**src/rtl/riscv_pkg.sv**
```systemverilog
// Shared core types: memory-port arbiter state and owner encodings.
package riscv_pkg;

    typedef enum logic [1:0] {
        ARB_IDLE     = 2'd0,
        ARB_ISSUE    = 2'd1,
        ARB_WAIT_RSP = 2'd2
    } arb_state_t;

    typedef enum logic {
        OWN_IF = 1'b0,
        OWN_LS = 1'b1
    } arb_owner_t;

    localparam int unsigned REQ_IF = 0;
    localparam int unsigned REQ_LS = 1;

endpackage

```
**src/rtl/mem_port_arbiter_if.sv**
```systemverilog
// Fetch, load/store and shared-memory bundle of the memory-port arbiter.
interface mem_port_arbiter_if #(
    parameter int ADDR_W = 64,
    parameter int DATA_W = 32,
    parameter int BE_W   = DATA_W / 8
);
    logic              if_req_valid;
    logic [ADDR_W-1:0] if_req_addr;
    logic              if_req_ready;
    logic              if_rsp_valid;
    logic [DATA_W-1:0] if_rsp_data;

    logic              ls_req_valid;
    logic              ls_req_we;
    logic [ADDR_W-1:0] ls_req_addr;
    logic [DATA_W-1:0] ls_req_wdata;
    logic [BE_W-1:0]   ls_req_be;
    logic              ls_req_ready;
    logic              ls_rsp_valid;
    logic [DATA_W-1:0] ls_rsp_data;

    logic              mem_req_valid;
    logic              mem_req_we;
    logic [ADDR_W-1:0] mem_req_addr;
    logic [DATA_W-1:0] mem_req_wdata;
    logic [BE_W-1:0]   mem_req_be;
    logic              mem_req_ready;
    logic              mem_rsp_valid;
    logic [DATA_W-1:0] mem_rsp_data;

    logic              busy;

    modport master (
        output if_req_valid, if_req_addr,
        input  if_req_ready, if_rsp_valid, if_rsp_data,
        output ls_req_valid, ls_req_we, ls_req_addr,
        output ls_req_wdata, ls_req_be,
        input  ls_req_ready, ls_rsp_valid, ls_rsp_data,
        input  mem_req_valid, mem_req_we, mem_req_addr,
        input  mem_req_wdata, mem_req_be,
        output mem_req_ready, mem_rsp_valid, mem_rsp_data,
        input  busy
    );

    modport slave (
        input  if_req_valid, if_req_addr,
        output if_req_ready, if_rsp_valid, if_rsp_data,
        input  ls_req_valid, ls_req_we, ls_req_addr,
        input  ls_req_wdata, ls_req_be,
        output ls_req_ready, ls_rsp_valid, ls_rsp_data,
        output mem_req_valid, mem_req_we, mem_req_addr,
        output mem_req_wdata, mem_req_be,
        input  mem_req_ready, mem_rsp_valid, mem_rsp_data,
        output busy
    );
endinterface

```
**src/rtl/mem_port_arbiter_rr_arbiter2.sv**
```systemverilog
// Two-way round-robin grant: on a tie the requester that did not win last.
module rr_arbiter2
    import riscv_pkg::*;
(
    input  logic [1:0] req,
    input  arb_owner_t last_grant,
    output logic [1:0] gnt
);

    always_comb begin
        gnt = 2'b00;
        unique case (1'b1)
            (req == 2'b11): gnt = (last_grant == OWN_LS) ? 2'b01 : 2'b10;
            (req == 2'b01): gnt = 2'b01;
            (req == 2'b10): gnt = 2'b10;
            default:        gnt = 2'b00;
        endcase
    end

endmodule

```
**src/rtl/mem_port_arbiter.sv**
```systemverilog
// Shares one memory port between fetch and load/store, one transaction
// in flight at a time, with round-robin grant.
module mem_port_arbiter
    import riscv_pkg::*;
#(
    parameter int ADDR_W = 64,
    parameter int DATA_W = 32,
    parameter int BE_W   = DATA_W / 8
) (
    input  logic clk,
    input  logic reset,
    mem_port_arbiter_if.slave bus
);

    arb_state_t state;
    arb_state_t state_nxt;
    arb_owner_t owner;
    arb_owner_t last_grant;

    logic [ADDR_W-1:0] lat_addr;
    logic              lat_we;
    logic [DATA_W-1:0] lat_wdata;
    logic [BE_W-1:0]   lat_be;

    logic [1:0] req;
    logic [1:0] gnt;
    logic       accept;
    logic       issue_vld;
    logic       rsp_fire;

    assign req = {bus.ls_req_valid, bus.if_req_valid};

    rr_arbiter2 u_rr (
        .req        (req),
        .last_grant (last_grant),
        .gnt        (gnt)
    );

    always_comb begin
        state_nxt = state;
        accept    = 1'b0;
        issue_vld = 1'b0;
        rsp_fire  = 1'b0;
        unique case (state)
            ARB_IDLE: begin
                if (|gnt) begin
                    accept    = 1'b1;
                    state_nxt = ARB_ISSUE;
                end
            end
            ARB_ISSUE: begin
                issue_vld = 1'b1;
                if (bus.mem_req_ready) begin
                    rsp_fire  = bus.mem_rsp_valid;
                    state_nxt = bus.mem_rsp_valid ? ARB_IDLE
                                                  : ARB_WAIT_RSP;
                end
            end
            ARB_WAIT_RSP: begin
                if (bus.mem_rsp_valid) begin
                    rsp_fire  = 1'b1;
                    state_nxt = ARB_IDLE;
                end
            end
            default: state_nxt = ARB_IDLE;
        endcase
    end

    always_ff @(posedge clk or negedge reset) begin
        if (!reset) begin
            state      <= ARB_IDLE;
            owner      <= OWN_IF;
            last_grant <= OWN_LS;
            lat_addr   <= '0;
            lat_we     <= 1'b0;
            lat_wdata  <= '0;
            lat_be     <= '0;
        end else begin
            state <= state_nxt;
            if (accept) begin
                if (gnt[REQ_LS]) begin
                    owner      <= OWN_LS;
                    last_grant <= OWN_LS;
                    lat_addr   <= bus.ls_req_addr;
                    lat_we     <= bus.ls_req_we;
                    lat_wdata  <= bus.ls_req_wdata;
                    lat_be     <= bus.ls_req_be;
                end else begin
                    owner      <= OWN_IF;
                    last_grant <= OWN_IF;
                    lat_addr   <= bus.if_req_addr;
                    lat_we     <= 1'b0;
                    lat_wdata  <= '0;
                    lat_be     <= '1;
                end
            end
        end
    end

    // Ready is combinational, so mask it while reset holds the FSM in IDLE.
    assign bus.if_req_ready = reset & accept & gnt[REQ_IF];
    assign bus.ls_req_ready = reset & accept & gnt[REQ_LS];

    assign bus.mem_req_valid = issue_vld;
    assign bus.mem_req_we    = issue_vld & lat_we;
    assign bus.mem_req_addr  = issue_vld ? lat_addr  : '0;
    assign bus.mem_req_wdata = issue_vld ? lat_wdata : '0;
    assign bus.mem_req_be    = issue_vld ? lat_be    : '0;

    assign bus.if_rsp_valid = rsp_fire & (owner == OWN_IF);
    assign bus.ls_rsp_valid = rsp_fire & (owner == OWN_LS);
    assign bus.if_rsp_data  = bus.if_rsp_valid ? bus.mem_rsp_data : '0;
    assign bus.ls_rsp_data  = bus.ls_rsp_valid ? bus.mem_rsp_data : '0;

    assign bus.busy = (state != ARB_IDLE);

endmodule

```
**src/flat_wrapper.sv**
```systemverilog
// flat-port wrapper written by rule: the top's interface ports become plain ports
module mem_port_arbiter_flat import riscv_pkg::*;
#(
    parameter int ADDR_W = 64,
    parameter int DATA_W = 32,
    parameter int BE_W   = DATA_W / 8
)
  (clk, reset, bus_if_req_valid, bus_if_req_addr, bus_if_req_ready, bus_if_rsp_valid, bus_if_rsp_data, bus_ls_req_valid, bus_ls_req_we, bus_ls_req_addr, bus_ls_req_wdata, bus_ls_req_be, bus_ls_req_ready, bus_ls_rsp_valid, bus_ls_rsp_data, bus_mem_req_valid, bus_mem_req_we, bus_mem_req_addr, bus_mem_req_wdata, bus_mem_req_be, bus_mem_req_ready, bus_mem_rsp_valid, bus_mem_rsp_data, bus_busy);
  mem_port_arbiter_if #(.ADDR_W(ADDR_W), .DATA_W(DATA_W), .BE_W(BE_W)) bus_i ();
  input  logic clk;
  input  logic reset;
  input wire logic [$bits(bus_i.if_req_valid)-1:0] bus_if_req_valid;
  input wire logic [$bits(bus_i.if_req_addr)-1:0] bus_if_req_addr;
  output wire logic [$bits(bus_i.if_req_ready)-1:0] bus_if_req_ready;
  output wire logic [$bits(bus_i.if_rsp_valid)-1:0] bus_if_rsp_valid;
  output wire logic [$bits(bus_i.if_rsp_data)-1:0] bus_if_rsp_data;
  input wire logic [$bits(bus_i.ls_req_valid)-1:0] bus_ls_req_valid;
  input wire logic [$bits(bus_i.ls_req_we)-1:0] bus_ls_req_we;
  input wire logic [$bits(bus_i.ls_req_addr)-1:0] bus_ls_req_addr;
  input wire logic [$bits(bus_i.ls_req_wdata)-1:0] bus_ls_req_wdata;
  input wire logic [$bits(bus_i.ls_req_be)-1:0] bus_ls_req_be;
  output wire logic [$bits(bus_i.ls_req_ready)-1:0] bus_ls_req_ready;
  output wire logic [$bits(bus_i.ls_rsp_valid)-1:0] bus_ls_rsp_valid;
  output wire logic [$bits(bus_i.ls_rsp_data)-1:0] bus_ls_rsp_data;
  output wire logic [$bits(bus_i.mem_req_valid)-1:0] bus_mem_req_valid;
  output wire logic [$bits(bus_i.mem_req_we)-1:0] bus_mem_req_we;
  output wire logic [$bits(bus_i.mem_req_addr)-1:0] bus_mem_req_addr;
  output wire logic [$bits(bus_i.mem_req_wdata)-1:0] bus_mem_req_wdata;
  output wire logic [$bits(bus_i.mem_req_be)-1:0] bus_mem_req_be;
  input wire logic [$bits(bus_i.mem_req_ready)-1:0] bus_mem_req_ready;
  input wire logic [$bits(bus_i.mem_rsp_valid)-1:0] bus_mem_rsp_valid;
  input wire logic [$bits(bus_i.mem_rsp_data)-1:0] bus_mem_rsp_data;
  output wire logic [$bits(bus_i.busy)-1:0] bus_busy;
  assign bus_i.if_req_valid = bus_if_req_valid;
  assign bus_i.if_req_addr = bus_if_req_addr;
  assign bus_if_req_ready = bus_i.if_req_ready;
  assign bus_if_rsp_valid = bus_i.if_rsp_valid;
  assign bus_if_rsp_data = bus_i.if_rsp_data;
  assign bus_i.ls_req_valid = bus_ls_req_valid;
  assign bus_i.ls_req_we = bus_ls_req_we;
  assign bus_i.ls_req_addr = bus_ls_req_addr;
  assign bus_i.ls_req_wdata = bus_ls_req_wdata;
  assign bus_i.ls_req_be = bus_ls_req_be;
  assign bus_ls_req_ready = bus_i.ls_req_ready;
  assign bus_ls_rsp_valid = bus_i.ls_rsp_valid;
  assign bus_ls_rsp_data = bus_i.ls_rsp_data;
  assign bus_mem_req_valid = bus_i.mem_req_valid;
  assign bus_mem_req_we = bus_i.mem_req_we;
  assign bus_mem_req_addr = bus_i.mem_req_addr;
  assign bus_mem_req_wdata = bus_i.mem_req_wdata;
  assign bus_mem_req_be = bus_i.mem_req_be;
  assign bus_i.mem_req_ready = bus_mem_req_ready;
  assign bus_i.mem_rsp_valid = bus_mem_rsp_valid;
  assign bus_i.mem_rsp_data = bus_mem_rsp_data;
  assign bus_busy = bus_i.busy;
  mem_port_arbiter #(.ADDR_W(ADDR_W), .DATA_W(DATA_W), .BE_W(BE_W)) u_core (.clk(clk), .reset(reset), .bus(bus_i));
endmodule
```
**config.mk**
```make
export PLATFORM = sky130hd
export DESIGN_NAME = mem_port_arbiter_flat
export DESIGN_NICKNAME = d
export VERILOG_FILES = /design/src/rtl/riscv_pkg.sv /design/src/rtl/mem_port_arbiter_if.sv /design/src/rtl/mem_port_arbiter_rr_arbiter2.sv /design/src/rtl/mem_port_arbiter.sv /design/src/flat_wrapper.sv
export SDC_FILE = /design/constraint.sdc
export NUM_CORES = 1
export LEC_CHECK = 0
export ABC_AREA = 1
export BUFFER_PORTS_ARGS = -buffer_cell sky130_fd_sc_hd__buf_2
export CORE_MARGIN = 2
export CORE_UTILIZATION = 32
export CTS_BUF_LIST = sky130_fd_sc_hd__clkbuf_8
export DETAILED_ROUTE_END_ITERATION = 8
export PLACE_DENSITY_LB_ADDON = 0.1
export SLEW_MARGIN = 20
export SYNTH_ARGS = -nofsm -noshare
export SYNTH_HDL_FRONTEND = slang
export SYNTH_SLANG_ARGS = --single-unit
```
**constraint.sdc**
```tcl
create_clock -name clk -period 1.6 [get_ports clk]
set_clock_uncertainty 0.2 [all_clocks]
set_input_delay 0.32 -clock clk [delete_from_list [all_inputs] [get_ports clk]]
set_output_delay 0.32 -clock clk [all_outputs]
set_load 0.02 [all_outputs]
```
==> out/qor.csv <==
metric,value,unit
grt_pass1_wl,37.03,mm
dieArea,0.02191,mm^2
rsz0062_at_grt,yes,
relSlewSlack,59.12,%
synthToLayoutAreaGrowth,75.61,%
die_w,148.0,um
grt_max_degree,106,
required,1.08,ns
io_buffers,373,
power_density,1545,mW/mm^2
row_count,52,
drc,0,
yosysTopAreaCell,dfrtp_1,
power.leakage,7.195,nW
setup_violations,276,
ys_types,17,
ys_ff_latch,105,
vdd_drop_max,0.5998,mV
netSwitchingPower,8.237,mW
wl_per_cell,14.53,um
finalSetupTns,-122.83,ns
dp_hpwl,16.73,mm
hold_viol_final,0,
yosysWarnings,0,
combPwrFrac,64.7,%
synth_common_cells,"nand2_1 (391), inv_1 (277), nand3_1 (166)",
synth_area,0.006638,mm^2
avgSynthCellArea,6.152,um^2
violations,negative setup slack,
track_usage,21.09,%
finalWeightedCongestion,0.7807,
routed_wl,25.87,mm
synth_top_area_share,39.21,%
top_level_ports,374,
ys_seq_area_share,39.60,%
power.total,18.01,mW
timing_worst_setup_path_type,register to primary output,
crit_path_end_kind,primary output,
setup_ws,-0.7279,ns
synth_ff_type,dfrtp_1,
crit_slowest_cell,dfrtp_1,
worst_pin_slew,0.6132,ns
slowest_delay,0.37,ns
holdCritPathClass,primary input to register,
synth_edf_count,0,
drive_above_1_share,46.09,%
synth.most_common_cell,nand2_1,
p_clk_share,9.6,%
cts_tree,yes,
timing.fmax,0.4296,GHz
timing.final.crit_period,2.328,ns
worstPathCellList,inv_2 > ha_4 > nand2_4 > inv_4 > nand3_4 > clkbuf_16 > nor2_4 > buf_6,
holdWs,0.03000,ns
cts_root_buf,clkbuf_8,
async_flop_share,100.0,%
gr-total-overflow,0,
path_max_fanout,6,
drv_slew,0,
ys_top_cells_by_area,"dfrtp_1 (39%), nand2_1 (22%), inv_1 (16%)",
seqPwrFrac,25.7,%
ant_nets,0,
period_share,145.5,%
max_cap_violations,0,
antenna_found_initial,1,
arrival,1.81,ns
synth_nets,1285,
cts_max_path_buffers,2,
syn_inst,1079,
run_status,finished with violations,
clkSinkCount,105,
core-area,0.02030,mm^2
first_pass_iters,4,
n_antenna_cell,0,
clkSlewWorstSetupHoldPaths,0.11,ns
vias_per_cell,4.417,
first_global_vias,7272,
cts_buffers,9,
intPower,9.777,mW
first_iter_violations,348,
nNetsFinal,1711,
clock_latency,0.38,ns
startpoint_type,register,
htree_num_levels,3,
die_height,148.0,um
switching_share,45.73,%
dr_total_vias,7863,
initial_utilization,32.70,%
==> what timing repair did <==
action	4_1_cts	5_1_grt
endpoints found under the hold margin	141	0
gates cloned	6	11
setup endpoints to repair	274	276
pin swaps	1	4
gates resized for setup	175	161
setup buffers	2	5
hold buffers	38	0
==> area by class of cell <==
cell class	instances	area [um^2]
Timing Repair Buffer	479	4071
Clock buffer	9	123.9
Sequential cell	105	2629
Multi-Input combinational cell	632	3357
Tap cell	270	337.8
Inverter	278	1056
Fill cell	1933	8643
Clock inverter	7	81.33
==> flip-flops by register name, summed over array words and instances (netlist names) <==
name               cells
u_core.lat_be          4
u_core.lat_wdata      32
u_core.lat_addr       64
u_core.owner           1
u_core.lat_we          1
u_core.state           2
u_core.last_grant      1
==> metrics by stage <==
stage | std cells | util (%) | setup WS (ns) | area [um^2]
after global routing | 1780 | 57.42 | -0.8285 | 11660
after floorplan | 1079 | - | -0.2659 | 7300
after CTS | 1764 | 53.33 | -0.7332 | 10830
final | 1780 | 57.42 | -0.7279 | 11660
after detailed placement | 1702 | 47.06 | -0.3350 | 9553
after global placement | 1702 | 47.06 | -0.3173 | 9553
==> final timing paths <==
| check | start | endpoint | slack (ns) | depth (start not counted) |
|---|---|---|---|---|
| max reg2reg | u_core.state[1] | u_core.lat_addr[9] | -0.17 | 9 |
| max in group asynchronous | reset | u_core.owner | 0.32 | 3 |
| min reg2reg | u_core.lat_addr[55] | u_core.lat_addr[55] | 0.29 | 2 |
| min | bus_ls_req_addr[10] | u_core.lat_addr[10] | 0.03 | 5 |
| max | u_core.state[1] | bus_if_rsp_data[18] | -0.73 | 8 |
| min in group asynchronous | reset | u_core.lat_addr[56] | 0.38 | 3 |
==> per-layer routing <==
layer	share of wire, %	up-vias	GRT usage [%]	wire length (um)
met4	1.6	2	5.429	402
met1	41	3576	25.96	10560
met2	50	306	37.73	13000
li1	-	3950	-	-
met3	7.3	29	4.198	1890
met5	0.050	-	0	13
==> power groups by stage <==
stage / combinational [mW] / clock, mW / sequential [mW]
2_1_floorplan: 5.86 / 0 / 4.43
3_3_place_gp: 8.48 / 0 / 4.52
3_5_place_dp: 8.52 / 0 / 4.55
4_1_cts: 10.1 / 1.81 / 4.53
5_1_grt: 12.6 / 1.90 / 4.78
6_report: 11.7 / 1.72 / 4.64
==> placed cells by master (no fill, tap or decap), types with 9 or more instances in the layout <==
master / count
buf_12: 22
buf_2: 212
buf_4: 114
buf_6: 74
clkbuf_16: 10
clkbuf_8: 9
dfrtp_1: 104
dlygate4sd3_1: 38
inv_1: 179
inv_2: 94
nand2_1: 328
nand2_2: 59
nand3_1: 161
nor2_4: 64
==> worst max-delay path, delay by kind of cell, from the launching register on <==
kind                     cells  cell delay, ns
AND/OR/NAND/NOR              3            0.31
adder cells (fa/ha/maj)      1            0.27
flip-flops                   1            0.37
buffers and inverters        4            0.49
==> cell families (layout without fill, tap and decap cells) <==
group	after synthesis	count (layout)	synth area share [%]
buf+inv	342	773	20.89
simple gates	626	626	38.72
fa+ha+maj	3	3	0.5656
compound gates	3	3	0.2261
flops	105	105	39.60
Note: power is estimated with default switching activity, not from simulation.
